`config.mk`:
```
export PLATFORM = sky130hd
export DESIGN_NAME = frame_draw_sequencer
export DESIGN_NICKNAME = d
export VERILOG_FILES = /design/src/rtl/frame_draw_sequencer.sv
export SDC_FILE = /design/constraint.sdc
export NUM_CORES = 1
export LEC_CHECK = 0
export ABC_AREA = 0
export CAP_MARGIN = 0
export CORE_MARGIN = 8
export CORE_UTILIZATION = 48
export CTS_CLUSTER_DIAMETER = 120
export DETAILED_ROUTE_END_ITERATION = 8
export PLACE_DENSITY_LB_ADDON = 0.05
export SETUP_SLACK_MARGIN = 0.5
export SKIP_CTS_REPAIR_TIMING = 1
export SYNTH_ARGS = -nofsm -noshare
export SYNTH_HDL_FRONTEND = slang
export SYNTH_SLANG_ARGS = --single-unit
```
`constraint.sdc`:
```
create_clock -name clk -period 8.3 [get_ports clk]
set_input_delay 1.66 -clock clk [delete_from_list [all_inputs] [get_ports clk]]
set_output_delay 1.66 -clock clk [all_outputs]
set_load 0.03 [all_outputs]
```
`src/rtl/frame_draw_sequencer.sv`:
```
// Per-frame draw sequencer: snapshots object coordinates on tick, then streams
// one pixel per cycle to the framebuffer write port through the clear, pipe 1,
// pipe 2 and bird passes, finishing with a single frame_done pulse.
//
// state | meaning
// IDLE  | waiting for tick; busy low
// CLEAR | full-screen background fill, row-major
// PIPE1 | first pipe column; gap rows consume cycles without writing
// PIPE2 | second pipe column, same as PIPE1
// BIRD  | bird square, clipped to the screen
// DONE  | frame_done pulse, then back to IDLE
module frame_draw_sequencer #(
    parameter int SCREEN_W = 640,
    parameter int SCREEN_H = 480,
    parameter int PIPE_W   = 40,
    parameter int GAP_H    = 120,
    parameter int BIRD_SZ  = 16
) (
    input  logic        clk,
    input  logic        reset,
    input  logic        tick,
    input  logic [10:0] pipe1_x,
    input  logic [10:0] pipe1_y,
    input  logic [10:0] pipe2_x,
    input  logic [10:0] pipe2_y,
    input  logic [10:0] bird_x,
    input  logic [10:0] bird_y,
    output logic [10:0] x,
    output logic [10:0] y,
    output logic        color,
    output logic        pixel_write,
    output logic        busy,
    output logic        frame_done,
    output logic        overrun
);

    typedef enum logic [2:0] {IDLE, CLEAR, PIPE1, PIPE2, BIRD, DONE} state_t;

    typedef struct packed {
        logic [10:0] p1x;
        logic [10:0] p1y;
        logic [10:0] p2x;
        logic [10:0] p2y;
        logic [10:0] bx;
        logic [10:0] by;
    } snap_t;

    typedef struct packed {
        logic [11:0] x0;
        logic [11:0] x1;
        logic [11:0] y0;
        logic [11:0] y1;
        logic        empty;
    } box_t;

    // 12-bit arithmetic so that coordinate + extent never wraps
    localparam logic [11:0] W_M1  = 12'(SCREEN_W - 1);
    localparam logic [11:0] H_M1  = 12'(SCREEN_H - 1);
    localparam logic [11:0] PW_M1 = 12'(PIPE_W - 1);
    localparam logic [11:0] B_M1  = 12'(BIRD_SZ - 1);
    localparam logic [11:0] GAP_L = 12'(GAP_H);

    state_t      state_q, state_d;
    snap_t       snap_q, snap_d;
    logic [11:0] cx_q, cx_d, cy_q, cy_d;
    logic [10:0] x_q, x_d, y_q, y_d;
    logic        color_q, color_d;
    logic        pw_q, pw_d;
    logic        busy_q, busy_d;
    logic        frame_done_q, frame_done_d;
    logic        overrun_q, overrun_d;

    box_t        cur_b, nxt_b, out_b;
    logic [11:0] gap_top;
    logic        draw_col;

    function automatic logic [11:0] clip(input logic [11:0] a, input logic [11:0] lim);
        return (a > lim) ? lim : a;
    endfunction

    function automatic state_t next_pass(input state_t s);
        case (s)
            CLEAR:   return PIPE1;
            PIPE1:   return PIPE2;
            PIPE2:   return BIRD;
            BIRD:    return DONE;
            default: return IDLE;
        endcase
    endfunction

    // Scan rectangle of a pass; empty when the start lies off-screen
    function automatic box_t box_of(input state_t s, input snap_t sn);
        box_t        b;
        logic [11:0] ox, oy;
        b  = '0;
        ox = '0;
        oy = '0;
        case (s)
            CLEAR: begin
                b.x1 = W_M1;
                b.y1 = H_M1;
            end
            PIPE1, PIPE2: begin
                ox      = (s == PIPE1) ? {1'b0, sn.p1x} : {1'b0, sn.p2x};
                b.x0    = ox;
                b.x1    = clip(ox + PW_M1, W_M1);
                b.y1    = H_M1;
                b.empty = (ox > W_M1);
            end
            BIRD: begin
                ox      = {1'b0, sn.bx};
                oy      = {1'b0, sn.by};
                b.x0    = ox;
                b.y0    = oy;
                b.x1    = clip(ox + B_M1, W_M1);
                b.y1    = clip(oy + B_M1, H_M1);
                b.empty = (ox > W_M1) || (oy > H_M1);
            end
            default: b = '0;
        endcase
        return b;
    endfunction

    // Next scan position/state, then the registered pixel for that position
    always_comb begin
        state_d   = state_q;
        snap_d    = snap_q;
        cx_d      = cx_q;
        cy_d      = cy_q;
        cur_b     = box_of(state_q, snap_q);
        nxt_b     = box_of(next_pass(state_q), snap_q);
        overrun_d = tick && (state_q != IDLE);

        case (state_q)
            IDLE: begin
                if (tick) begin
                    snap_d  = '{p1x: pipe1_x, p1y: pipe1_y, p2x: pipe2_x,
                                p2y: pipe2_y, bx: bird_x, by: bird_y};
                    state_d = CLEAR;
                    cx_d    = '0;
                    cy_d    = '0;
                end
            end
            CLEAR, PIPE1, PIPE2, BIRD: begin
                if (cur_b.empty || (cx_q == cur_b.x1 && cy_q == cur_b.y1)) begin
                    state_d = next_pass(state_q);
                    cx_d    = nxt_b.x0;
                    cy_d    = nxt_b.y0;
                end else if (cx_q == cur_b.x1) begin
                    cx_d = cur_b.x0;
                    cy_d = cy_q + 12'd1;
                end else begin
                    cx_d = cx_q + 12'd1;
                end
            end
            default: state_d = IDLE;
        endcase

        out_b    = box_of(state_d, snap_d);
        gap_top  = (state_d == PIPE1) ? {1'b0, snap_d.p1y} : {1'b0, snap_d.p2y};
        pw_d     = 1'b0;
        draw_col = 1'b1;
        case (state_d)
            CLEAR: begin
                pw_d     = 1'b1;
                draw_col = 1'b0;
            end
            PIPE1, PIPE2: pw_d = !out_b.empty && ((cy_d < gap_top) || (cy_d >= gap_top + GAP_L));
            BIRD:         pw_d = !out_b.empty;
            default:      pw_d = 1'b0;
        endcase

        x_d     = x_q;
        y_d     = y_q;
        color_d = color_q;
        if (pw_d) begin
            x_d     = cx_d[10:0];
            y_d     = cy_d[10:0];
            color_d = draw_col;
        end
        busy_d       = (state_d != IDLE);
        frame_done_d = (state_d == DONE);
    end

    // State, scan counters, snapshot and registered outputs
    always_ff @(posedge clk or posedge reset) begin
        if (reset) begin
            state_q      <= IDLE;
            snap_q       <= '0;
            cx_q         <= '0;
            cy_q         <= '0;
            x_q          <= '0;
            y_q          <= '0;
            color_q      <= 1'b0;
            pw_q         <= 1'b0;
            busy_q       <= 1'b0;
            frame_done_q <= 1'b0;
            overrun_q    <= 1'b0;
        end else begin
            state_q      <= state_d;
            snap_q       <= snap_d;
            cx_q         <= cx_d;
            cy_q         <= cy_d;
            x_q          <= x_d;
            y_q          <= y_d;
            color_q      <= color_d;
            pw_q         <= pw_d;
            busy_q       <= busy_d;
            frame_done_q <= frame_done_d;
            overrun_q    <= overrun_d;
        end
    end

    assign x           = x_q;
    assign y           = y_q;
    assign color       = color_q;
    assign pixel_write = pw_q;
    assign busy        = busy_q;
    assign frame_done  = frame_done_q;
    assign overrun     = overrun_q;

endmodule

```
# --- After elaboration in Yosys (flattened, before gate mapping) ---
# Index checks and enable logic that the tools add are counted.
word_totals:
  ff_bits: 120
  latchBits: 0
  ramBits: 0
  rom_bits: 0
  out_inout_bits: 27
  n_memories: 0
op_classes:
  addsub: 6
  mul: 0
  n_div: 0
  order_cmp: 11
  eq_ne: 15
  n_shift: 0
  muxes: 30
  bitwise_logic: 0
  n_reduce_logical: 18
ops:
  columns: ["cell", "count"]
  rows:
  - ["$mux 66", 2]
  - ["$mux 12", 9]
  - ["$pmux 12 s2", 3]
  - ["$mux 11", 5]
  - ["$gt 11x10->1 const B", 4]
  - ["$pmux 11 s2", 2]
  - ["$pmux 12 s3", 1]
  - ["$add 11x4->12 const B", 2]
  - ["$add 12x1->12 const B", 2]
  - ["$eq 12x12->1", 2]
  - ["$gt 12x10->1 const B", 2]
  - ["$gt 11x9->1 const B", 2]
  - ["$eq 3x2->1 const B", 6]
  - ["$add 11x6->12 const B", 1]
  - ["$add 11x7->12 const B", 1]
  - ["$eq 3x3->1 const B", 4]
  - ["$ge 12x12->1", 1]
  - ["$gt 12x9->1 const B", 1]
  - ["$lt 12x11->1", 1]
  - ["$pmux 3 s4", 1]
  - ["$eq 3x1->1 const B", 2]
  - ["$mux 3", 2]
  - ["$pmux 3 s2", 1]
  - ["$reduce_bool 3->1", 2]
  - ["13 further kinds", 21]

# --- Logic depth before layout (Yosys ltp) ---
# Gate-level depths: netlist of run 1.
depth:
  ltp_word: 18
  depth_mapped: 33

# --- Worst setup path before layout of run 1 ---
# No wires, ideal clock.
synth_path:
  path_kind: "input -> register"
  startpoint: "in tick"
  endpoint: "reg x_q[0], in the netlist x[0]"
  t_arrival_ns: 6.513
  required_ns: 8.172
  slack_ns: 1.659
  path_stages: 23
  path_buffers: 5
  path_cell_list: "inv_1 -> nor2_1 -> clkbuf_1 -> buf_2 -> buf_2 -> clkbuf_1 -> mux2_2 -> mux2_2 -> ha_1 -> nand2b_1 -> a21o_1 -> a21oi_1 -> o21bai_1 -> a21o_1 -> a21oi_1 -> o21ai_0 -> a221o_1 -> a21oi_1 -> o31ai_1 -> o31a_1 -> a21oi_4 -> buf_6 -> mux2_1"
synth_rtl:
  columns: ["element", "line_no", "rtl"]
  rows:
  - ["start, declared", "21", "input logic tick,"]
  - ["end signal, assigned", "192", "x_q <= '0;"]
  - ["end signal, assigned", "204", "x_q <= x_d;"]
  - ["end, declared", "66", "logic [10:0] x_q, x_d, y_q, y_d;"]

# --- Worst setup path in the final report of run 1 ---
layout_path:
  startpoint: "reg state_q[0]"
  endpoint: "reg x_q[1], in the netlist x[1]"
layout_between:
  elab_chain_len: 18
  word_cells_on_any_way: 58
layout_lines:
  columns: ["element", "line_no", "rtl"]
  rows:
  - ["start, declared", "63", "state_t state_q, state_d;"]
  - ["start signal, assigned", "200", "state_q <= state_d;"]
  - ["$eq 3x2->1", null, null]
  - ["$mux 11", "104", "ox = (s == PIPE1) ? {1'b0, sn.p1x} : {1'b0, sn.p2x};"]
  - ["$add 11x6->12", "106", "b.x1 = clip(ox + PW_M1, W_M1);"]
  - ["$gt 12x10->1", "78", "return (a > lim) ? lim : a;"]
  - ["$mux 12", "78", null]
  - ["$pmux 12 s3", "98", "case (s)"]
  - ["$eq 12x12->1", "145, 149", null]
  - ["$logic_and 1x1->1", "145", "if (cur_b.empty || (cx_q == cur_b.x1 && cy_q == cur_b.y1)) begin"]
  - ["(+2 left out)", null, null]
  - ["$pmux 3 s2", "134", "case (state_q)"]
  - ["$eq 3x2->1", null, null]
  - ["$mux 11 (on tied branches)", "160, 104", null]
  - ["$add 11x7->12 or $gt 11x10->1 (tied branches)", "168, 108", null]
  - ["$ge 12x12->1 or $pmux 1 s2 (tied branches)", "168, 98", null]
  - ["$logic_or 1x1->1 or $logic_not 1->1 (tied branches)", "168, 169", null]
  - ["$logic_and 1x1->1", "168", "PIPE1, PIPE2: pw_d = !out_b.empty && ((cy_d < gap_top) || (cy_d >= gap_top + GAP_L));"]
  - ["$pmux 1 s3", "163", "case (state_d)"]
# Several ways; a longest one is shown, not always the timed one.
# A chain may end at the register's enable or synchronous reset.

==> reports/results.env, run 1 <==
DP_HPWL_UM=19100
POST_DRT_VIA_CELL_RATIO=6.01
TIMING.RR.END='x[1]'
SYNTHARSTFLOPSHARE_PCT=100
FIN_WORST_SKEW_NS=0.0140
SYNTH-EDFF-COUNT=0
CLKTRANSATPATHREGS_NS=0.06
STATIC_POWER_DUE_TO_LEAKAGE_uW=0.00434
LAYOUT-DRIVE-GT1-SHARE_PCT=14.4
YOSYSTOPAREACELLSHARE_PCT=34.9
HP-START='cx_q[11]'
CTS_MADE_BUFFERS=17
CLOCK_ROOT_BUFFER='sky130_fd_sc_hd__clkbuf_16'
RUN_STATUS='completed'
CP.BUFFERS_INVERTERS=2
DIE_W_UM=150
NETLIST-CELL-TYPE-COUNT=81
PATH_DELAY_FAMILY='compound AO/OA/AOI/OAI gates'
WHS_PATH_DEPTH=1
DRT_ITER0_MARKERS=477
NETS=1097
POSTPLACECELLAREA_MM2=0.00973
SEQCELLAREA_MM2=0.00300
ROW_COUNT=49
ANTENNA_CELLS=0
CRITICAL-PATH-SLOWEST-CELL='sky130_fd_sc_hd__or3b_1'
POSTSYNTHNETCOUNT=1026
ROUTED_WL_UM=25400
MAX_CLOCK_FREQ_MHz=138
MAXCAPVIOLATIONS=0
CTS_TREE='yes'
GRT_REMAINING_OVERFLOW=0
YS_FF_LATCH=120
REG2REG_FROM='state_q[0]'
SLEW_VIOL_FINAL=0
DRT_PRE_ANTENNA_ITERS=6
GRT_ANTENNA_BEFORE_REPAIR=0
POST_SYNTH_INSTANCE_AREA_MM2=0.00860
TOP_LEVEL_PORTS=96
CTS_MAX_LEVEL=4
FIN_CRIT_NS=7.24
FINAL_ANTENNA_NET_COUNT=0
IR_DROP_mV=0.197
FINAL-HOLD-VIOLATION-COUNT=0
FIN_TNS_SETUP_NS=0
VIAS=7452
CLK_PATH_BUF_DEPTH=2
CRITPATHREQUIREDTIME_NS=8.59
SYNTHDOMINANTAREACELLTYPE='sky130_fd_sc_hd__dfrtp_1'
AREA_DELTA_SYNTH_FINAL_PCT=19.8
CRITICAL_PATH_ARRIVAL_NS=7.53
SYN-INSTANCE-COUNT=926
SYN_AREA_PER_CELL_UM2=9.29
GRT_MAX_DEGREE=70
R2R_SLACK_NS=1.06
TIMING.CRITICAL_PATH.SLOWEST_CELL_DELAY_NS=0.70
YOSYS-TOP-CELLS-AREA='sky130_fd_sc_hd__dfrtp_1 35%, sky130_fd_sc_hd__mux2_2 8.1%, sky130_fd_sc_hd__mux2i_1 4.9%, sky130_fd_sc_hd__ha_1 4.5%, sky130_fd_sc_hd__a21oi_1 3.1%'
HOLD-PATH-ENDPOINT='cx_q[11]'
HOLD_PATH_CLASS='reg2reg'
FINAL_DESIGN_AREA_NO_FILL_MM2=0.0103
TIMING.CRITICAL_PATH.TO_TYPE='flip-flop'
FINALSETUPVIOLCOUNT=0
CRITPATHMOSTFREQUENTCELL='sky130_fd_sc_hd__a21o_1'
P_PER_AREA_mW_PER_MM2=327
MULTI_INPUT_AREA_MM2=0.00516
CORE_AREA_MM2=0.0178
FLOORPLAN.INITIALDENSITY_PCT=48.4
YOSYS_MOST_USED_DFF='sky130_fd_sc_hd__dfrtp_1'
SLEW-LIMIT-HEADROOM_PCT=41.8
GRT_FIRST_PASS_WIRELENGTH_UM=41000
TRITONCTS_NUM_SINKS=120
WIRE_PER_INST_UM=20.5
SYNTH-WARNING-COUNT=0
GRT_PASS1_VIAS=7637
CLKLATENCYLATEPIN_NS=0.43
CHIPHEIGHT_UM=150
GPL.FINAL_WEIGHTED_CONGESTION=0.912
TIGHTESTPINTRANSITION_NS=0.874
PORT-BUFFER-COUNT=95
CRIT_TYPE='reg2reg'
YS_SEQ_AREA_SHARE_PCT=34.9
GRT_UTIL_ALL_LAYERS_PCT=23.2
DRC=0
PERIOD_SHARE_PCT=87.2
CRIT_PATH_START_KIND='flip-flop'
DIE_AREA_MM2=0.0225
WORSTPATHMAXFANOUT=22
FILLERS=1605
GRT_SETUP_UNREPAIRED='false'
WORSTREGTOREGCELLS=25
==> per-stage QoR <==
stage	power [µW]	std cells	setup WS [ns]	hold WS (ns)	utilization [%]
global route	3600	1239	0.611	0.509	57.9
floorplan	2160	926	1.66	0.452	-
CTS	3380	1239	1.12	0.492	57.9
detailed placement	2640	1207	1.14	0.484	54.8
global placement	2640	1207	1.18	0.479	54.8
finish	3360	1239	1.06	0.492	57.9
==> flip-flops by register name (all words and copies together) (netlist names) <==
register     count
snap_q          66
x               11
color            1
cy_q            12
cx_q            12
state_q          3
y               11
busy             1
pixel_write      1
overrun          1
frame_done       1
==> layout by cell type, fill, tap and decap left out, drive strengths merged, types with 31 or more instances in the layout <==
master,netlist,final
clkdlybuf4s50,0,95
dfrtp,120,120
o21ai,57,57
mux2i,44,44
nor3,33,33
ha,31,31
nand2,59,59
mux2,84,84
inv,41,47
a21oi,57,57
nor2,55,55
==> routing by layer <==
layer	track usage, %	wire, µm
met1	27.5	10600
met2	39.4	12600
met3	4.41	1160
met4	11.8	1000
met5	0	0
==> worst max path at each step <==
stage | startpoint | cells past startpoint | slack [ns] | endpoint
after CTS | state_q[0] | 25 | 1.12 | x[1]
after global placement | state_q[0] | 28 | 1.18 | x[10]
after floorplan | tick | 23 | 1.66 | x[0]
after global routing | state_q[0] | 25 | 0.61 | x[1]
after detailed placement | state_q[0] | 25 | 1.14 | x[1]
final | state_q[0] | 25 | 1.06 | x[1]
==> Yosys cell counts, types with 6 or more instances <==
library cell	number
sky130_fd_sc_hd__o31ai_1	9
sky130_fd_sc_hd__mux2_1	22
sky130_fd_sc_hd__xnor2_1	15
sky130_fd_sc_hd__a22oi_1	17
sky130_fd_sc_hd__dfrtp_1	120
sky130_fd_sc_hd__o211ai_1	10
sky130_fd_sc_hd__inv_1	41
sky130_fd_sc_hd__nor2b_1	13
sky130_fd_sc_hd__a21o_1	10
sky130_fd_sc_hd__nand2_1	59
sky130_fd_sc_hd__mux2i_1	42
sky130_fd_sc_hd__o21a_1	13
sky130_fd_sc_hd__a21oi_1	54
sky130_fd_sc_hd__o22ai_1	14
sky130_fd_sc_hd__a32oi_1	6
sky130_fd_sc_hd__o21ai_0	51
sky130_fd_sc_hd__nor2_1	55
sky130_fd_sc_hd__xor2_1	13
sky130_fd_sc_hd__nand4_1	14
sky130_fd_sc_hd__nor4_1	6
sky130_fd_sc_hd__and3_1	12
sky130_fd_sc_hd__o31a_1	9
sky130_fd_sc_hd__mux2_2	62
sky130_fd_sc_hd__clkbuf_1	40
sky130_fd_sc_hd__nand3_1	19
sky130_fd_sc_hd__nor3_1	30
sky130_fd_sc_hd__o21ai_1	6
sky130_fd_sc_hd__buf_1	6
sky130_fd_sc_hd__buf_2	13
sky130_fd_sc_hd__ha_1	31
sky130_fd_sc_hd__and2_1	6
==> worst reg2reg max path, delay by kind of cell (launching register included) <==
kind                     cells  cell delay, ns
AO/OA/AOI/OAI               11            2.65
AND/OR/NAND/NOR              6            1.87
flip-flops                   1            0.62
multiplexers                 2            0.62
buffers and inverters        2            0.52
adder cells (fa/ha/maj)      2            0.49
XOR/XNOR                     2            0.35
==> final cells by class <==
type | count | share of cell area, %
Clock inverter | 14 | 1.35
Clock buffer | 18 | 4.17
Inverter | 42 | 1.55
Tap cell | 229 | 2.78
Sequential cell | 120 | 29.1
Multi-Input combinational cell | 699 | 50.0
Timing Repair Buffer | 117 | 11.0
==> power breakdown <==
part | total (µW) | switching, µW | leakage (µW) | internal [µW]
registers | 1220 | 382 | 0.00147 | 836
clock network | 718 | 299 | 0.000270 | 419
logic | 1430 | 758 | 0.00260 | 670
==> cell families (layout without fill, tap and decap cells) <==
family                   count (synthesis)  in the layout  synth area share [%]
AO/OA/AOI/OAI                          258            258                  20.5
AND/OR/NAND/NOR                        254            254                  15.6
multiplexers                           128            128                  16.3
flip-flops                             120            120                  34.9
buffers and inverters                  107            191                  5.30
adder cells (fa/ha/maj)                 31             31                  4.51
XOR/XNOR                                28             28                  2.85
(Power assumes the default switching activity.)
==> run 2, diff against run 1 <==
--- a/config.mk
+++ b/config.mk
@@ -7,7 +7,6 @@
 export LEC_CHECK = 0
 export ABC_AREA = 0
 export CAP_MARGIN = 0
-export CORE_MARGIN = 8
 export CORE_UTILIZATION = 48
 export CTS_CLUSTER_DIAMETER = 120
 export DETAILED_ROUTE_END_ITERATION = 8
==> constraint.sdc (replaced) <==
create_clock -name clk -period 6 [get_ports clk]
set_input_delay 1.2 -clock clk [delete_from_list [all_inputs] [get_ports clk]]
set_output_delay 1.2 -clock clk [all_outputs]
set_load 0.03 [all_outputs]
==> reports/results.env, run 2 (synthesis gave the netlist of run 1 again) <==
GRT_PASS1_VIAS=7811
CLK_PATH_BUF_DEPTH=2
FIN_WORST_SKEW_NS=0.0132
FIN_TNS_SETUP_NS=-3.76
DRT_PRE_ANTENNA_ITERS=5
MAXCAPVIOLATIONS=0
DIE_W_UM=136
WHS_PATH_DEPTH=1
TOP_REGS='snap_q x66, cx_q x12, cy_q x12'
WORSTPATHMAXFANOUT=6
NETS=1206
POST_DRT_VIA_CELL_RATIO=5.91
WIRE_PER_INST_UM=19.8
MAX_CLOCK_FREQ_MHz=161
TRITONCTS_NUM_SINKS=120
WORSTREGTOREGCELLS=29
GRT_REMAINING_OVERFLOW=0
TOTALPOWERFINAL_uW=5190
CRITPATHREQUIREDTIME_NS=6.31
ROUTED_WL_UM=26600
TIGHTESTPINTRANSITION_NS=0.982
HP-START='cx_q[11]'
GRT_FIRST_PASS_WIRELENGTH_UM=41400
ANTENNA_CELLS=0
CRITICAL_PATH_ARRIVAL_NS=6.51
FAILED_CHECKS='negative setup slack'
R2R_SLACK_NS=-0.20
GRT_UTIL_ALL_LAYERS_PCT=29.7
DRT_ITER0_MARKERS=588
FLOORPLAN.INITIALDENSITY_PCT=49.4
CP.BUFFERS_INVERTERS=5
CORE_AREA_MM2=0.0174
TIMING.CRITICAL_PATH.TO_TYPE='flip-flop'
DRC=0
TOP_LEVEL_PORTS=96
REG2REG_FROM='snap_q[11]'
DP_HPWL_UM=20000
CLOCK_ROOT_BUFFER='sky130_fd_sc_hd__clkbuf_16'
PERIOD_SHARE_PCT=103
TIMING.RR.END='x[0]'
VIAS=7947
GRT_ANTENNA_BEFORE_REPAIR=0
GRT_SETUP_UNREPAIRED='true'
HOLD_PATH_CLASS='reg2reg'
LAYOUT_COMMONEST_CELL='sky130_fd_sc_hd__buf_4'
LAYOUT-DRIVE-GT1-SHARE_PCT=26.9
DIE_AREA_MM2=0.0185
CLKLATENCYLATEPIN_NS=0.43
DP_SLACK_NS=-0.156
RUN_STATUS='complete, but fails checks'
IR_DROP_mV=0.341
CTS_MADE_BUFFERS=17
PORT-BUFFER-COUNT=95
FIN_CRIT_NS=6.20
PATH_DELAY_FAMILY='compound AO/OA/AOI/OAI gates'
CRITICAL-PATH-SLOWEST-CELL='sky130_fd_sc_hd__dfrtp_1'
MOST-COMMON-LAYOUT-CELLS='121 x sky130_fd_sc_hd__buf_4, 120 x sky130_fd_sc_hd__dfrtp_1, 95 x sky130_fd_sc_hd__clkdlybuf4s50_1, 60 x sky130_fd_sc_hd__mux2_2, 57 x sky130_fd_sc_hd__nand2_1'
FINALSETUPVIOLCOUNT=22
GPL.FINAL_WEIGHTED_CONGESTION=0.953
STATIC_POWER_DUE_TO_LEAKAGE_uW=0.00500
AREA_DELTA_SYNTH_FINAL_PCT=33.3
CRIT_PATH_START_KIND='flip-flop'
LARGEST_REG_FLOPS=66
FILLERS=1466
FINAL-HOLD-VIOLATION-COUNT=0
HOLD-PATH-ENDPOINT='cx_q[11]'
SLEW-LIMIT-HEADROOM_PCT=34.5
FINAL_CORE_UTILIZATION_PCT=65.8
WHS_NS=0.491
SLEW_VIOL_FINAL=0
POSTLAYOUTSETUPSLACKWORST_NS=-0.197
P_PER_AREA_mW_PER_MM2=453
CTS_MAX_LEVEL=4
CHIPHEIGHT_UM=136
TOP_REGISTER='snap_q'
CTS_TREE='yes'
FINAL_ANTENNA_NET_COUNT=0
CLKTRANSATPATHREGS_NS=0.06
TIMING.CRITICAL_PATH.SLOWEST_CELL_DELAY_NS=0.40
GRT_MAX_DEGREE=80
CRIT_TYPE='reg2reg'
ROW_COUNT=48
run 2: cell count changes in the layout (fill, tap and decap cells not counted), moves of 3 or more:
cell and change:
sky130_fd_sc_hd__inv_2 +3, sky130_fd_sc_hd__mux2_4 +18, sky130_fd_sc_hd__o21ai_0 -3, sky130_fd_sc_hd__clkbuf_8 +3
sky130_fd_sc_hd__a21oi_1 -3, sky130_fd_sc_hd__inv_1 -3, sky130_fd_sc_hd__buf_6 +4, sky130_fd_sc_hd__mux2i_1 -3
sky130_fd_sc_hd__mux2_1 -16, sky130_fd_sc_hd__buf_4 +100, sky130_fd_sc_hd__clkinv_4 -3, sky130_fd_sc_hd__buf_12 +3
sky130_fd_sc_hd__a21oi_2 +3
run 2: area by class of cell:
cell class	instances	area (µm²)	share of cell area [%]
tap	225	282	2.46
inverter	42	160	1.40
multi-input combinational	699	5400	47.1
sequential	120	3000	26.2
clock buffer	20	467	4.07
clock inverter	12	114	0.993
timing repair buffer	226	2030	17.7
run 2: how the worst max path moves through the flow:
stage                     from  endpoint  cells past startpoint
finish              snap_q[11]      x[0]                     29
global route        snap_q[11]      x[0]                     27
CTS                 state_q[0]     x[10]                     29
detailed placement  snap_q[33]      y[8]                     28
global placement    state_q[0]     x[10]                     29
floorplan           snap_q[11]      x[0]                     30
run 2: report_power, final:
part           switching [µW]  internal [µW]
Clock                     410            607
Sequential                376           1160
Combinational            1350           1280
Total                    2140           3050
run 2: stage by stage:
step                      instances  area (µm²)
after floorplan                 926        8730
after global placement         1302       10600
after detailed placement       1302       10600
after CTS                      1334       11200
after global routing           1344       11500
final                          1344       11500
run 2: metal layers:
layer / GRT usage (%) / part of all wire [%] / vias up
li1: - / - / 3788
met1: 36.2 / 42 / 3851
met2: 51.1 / 50 / 241
met3: 4.14 / 4.5 / 67
met4: 15.0 / 3.7 / 0
met5: 0 / 0 / -
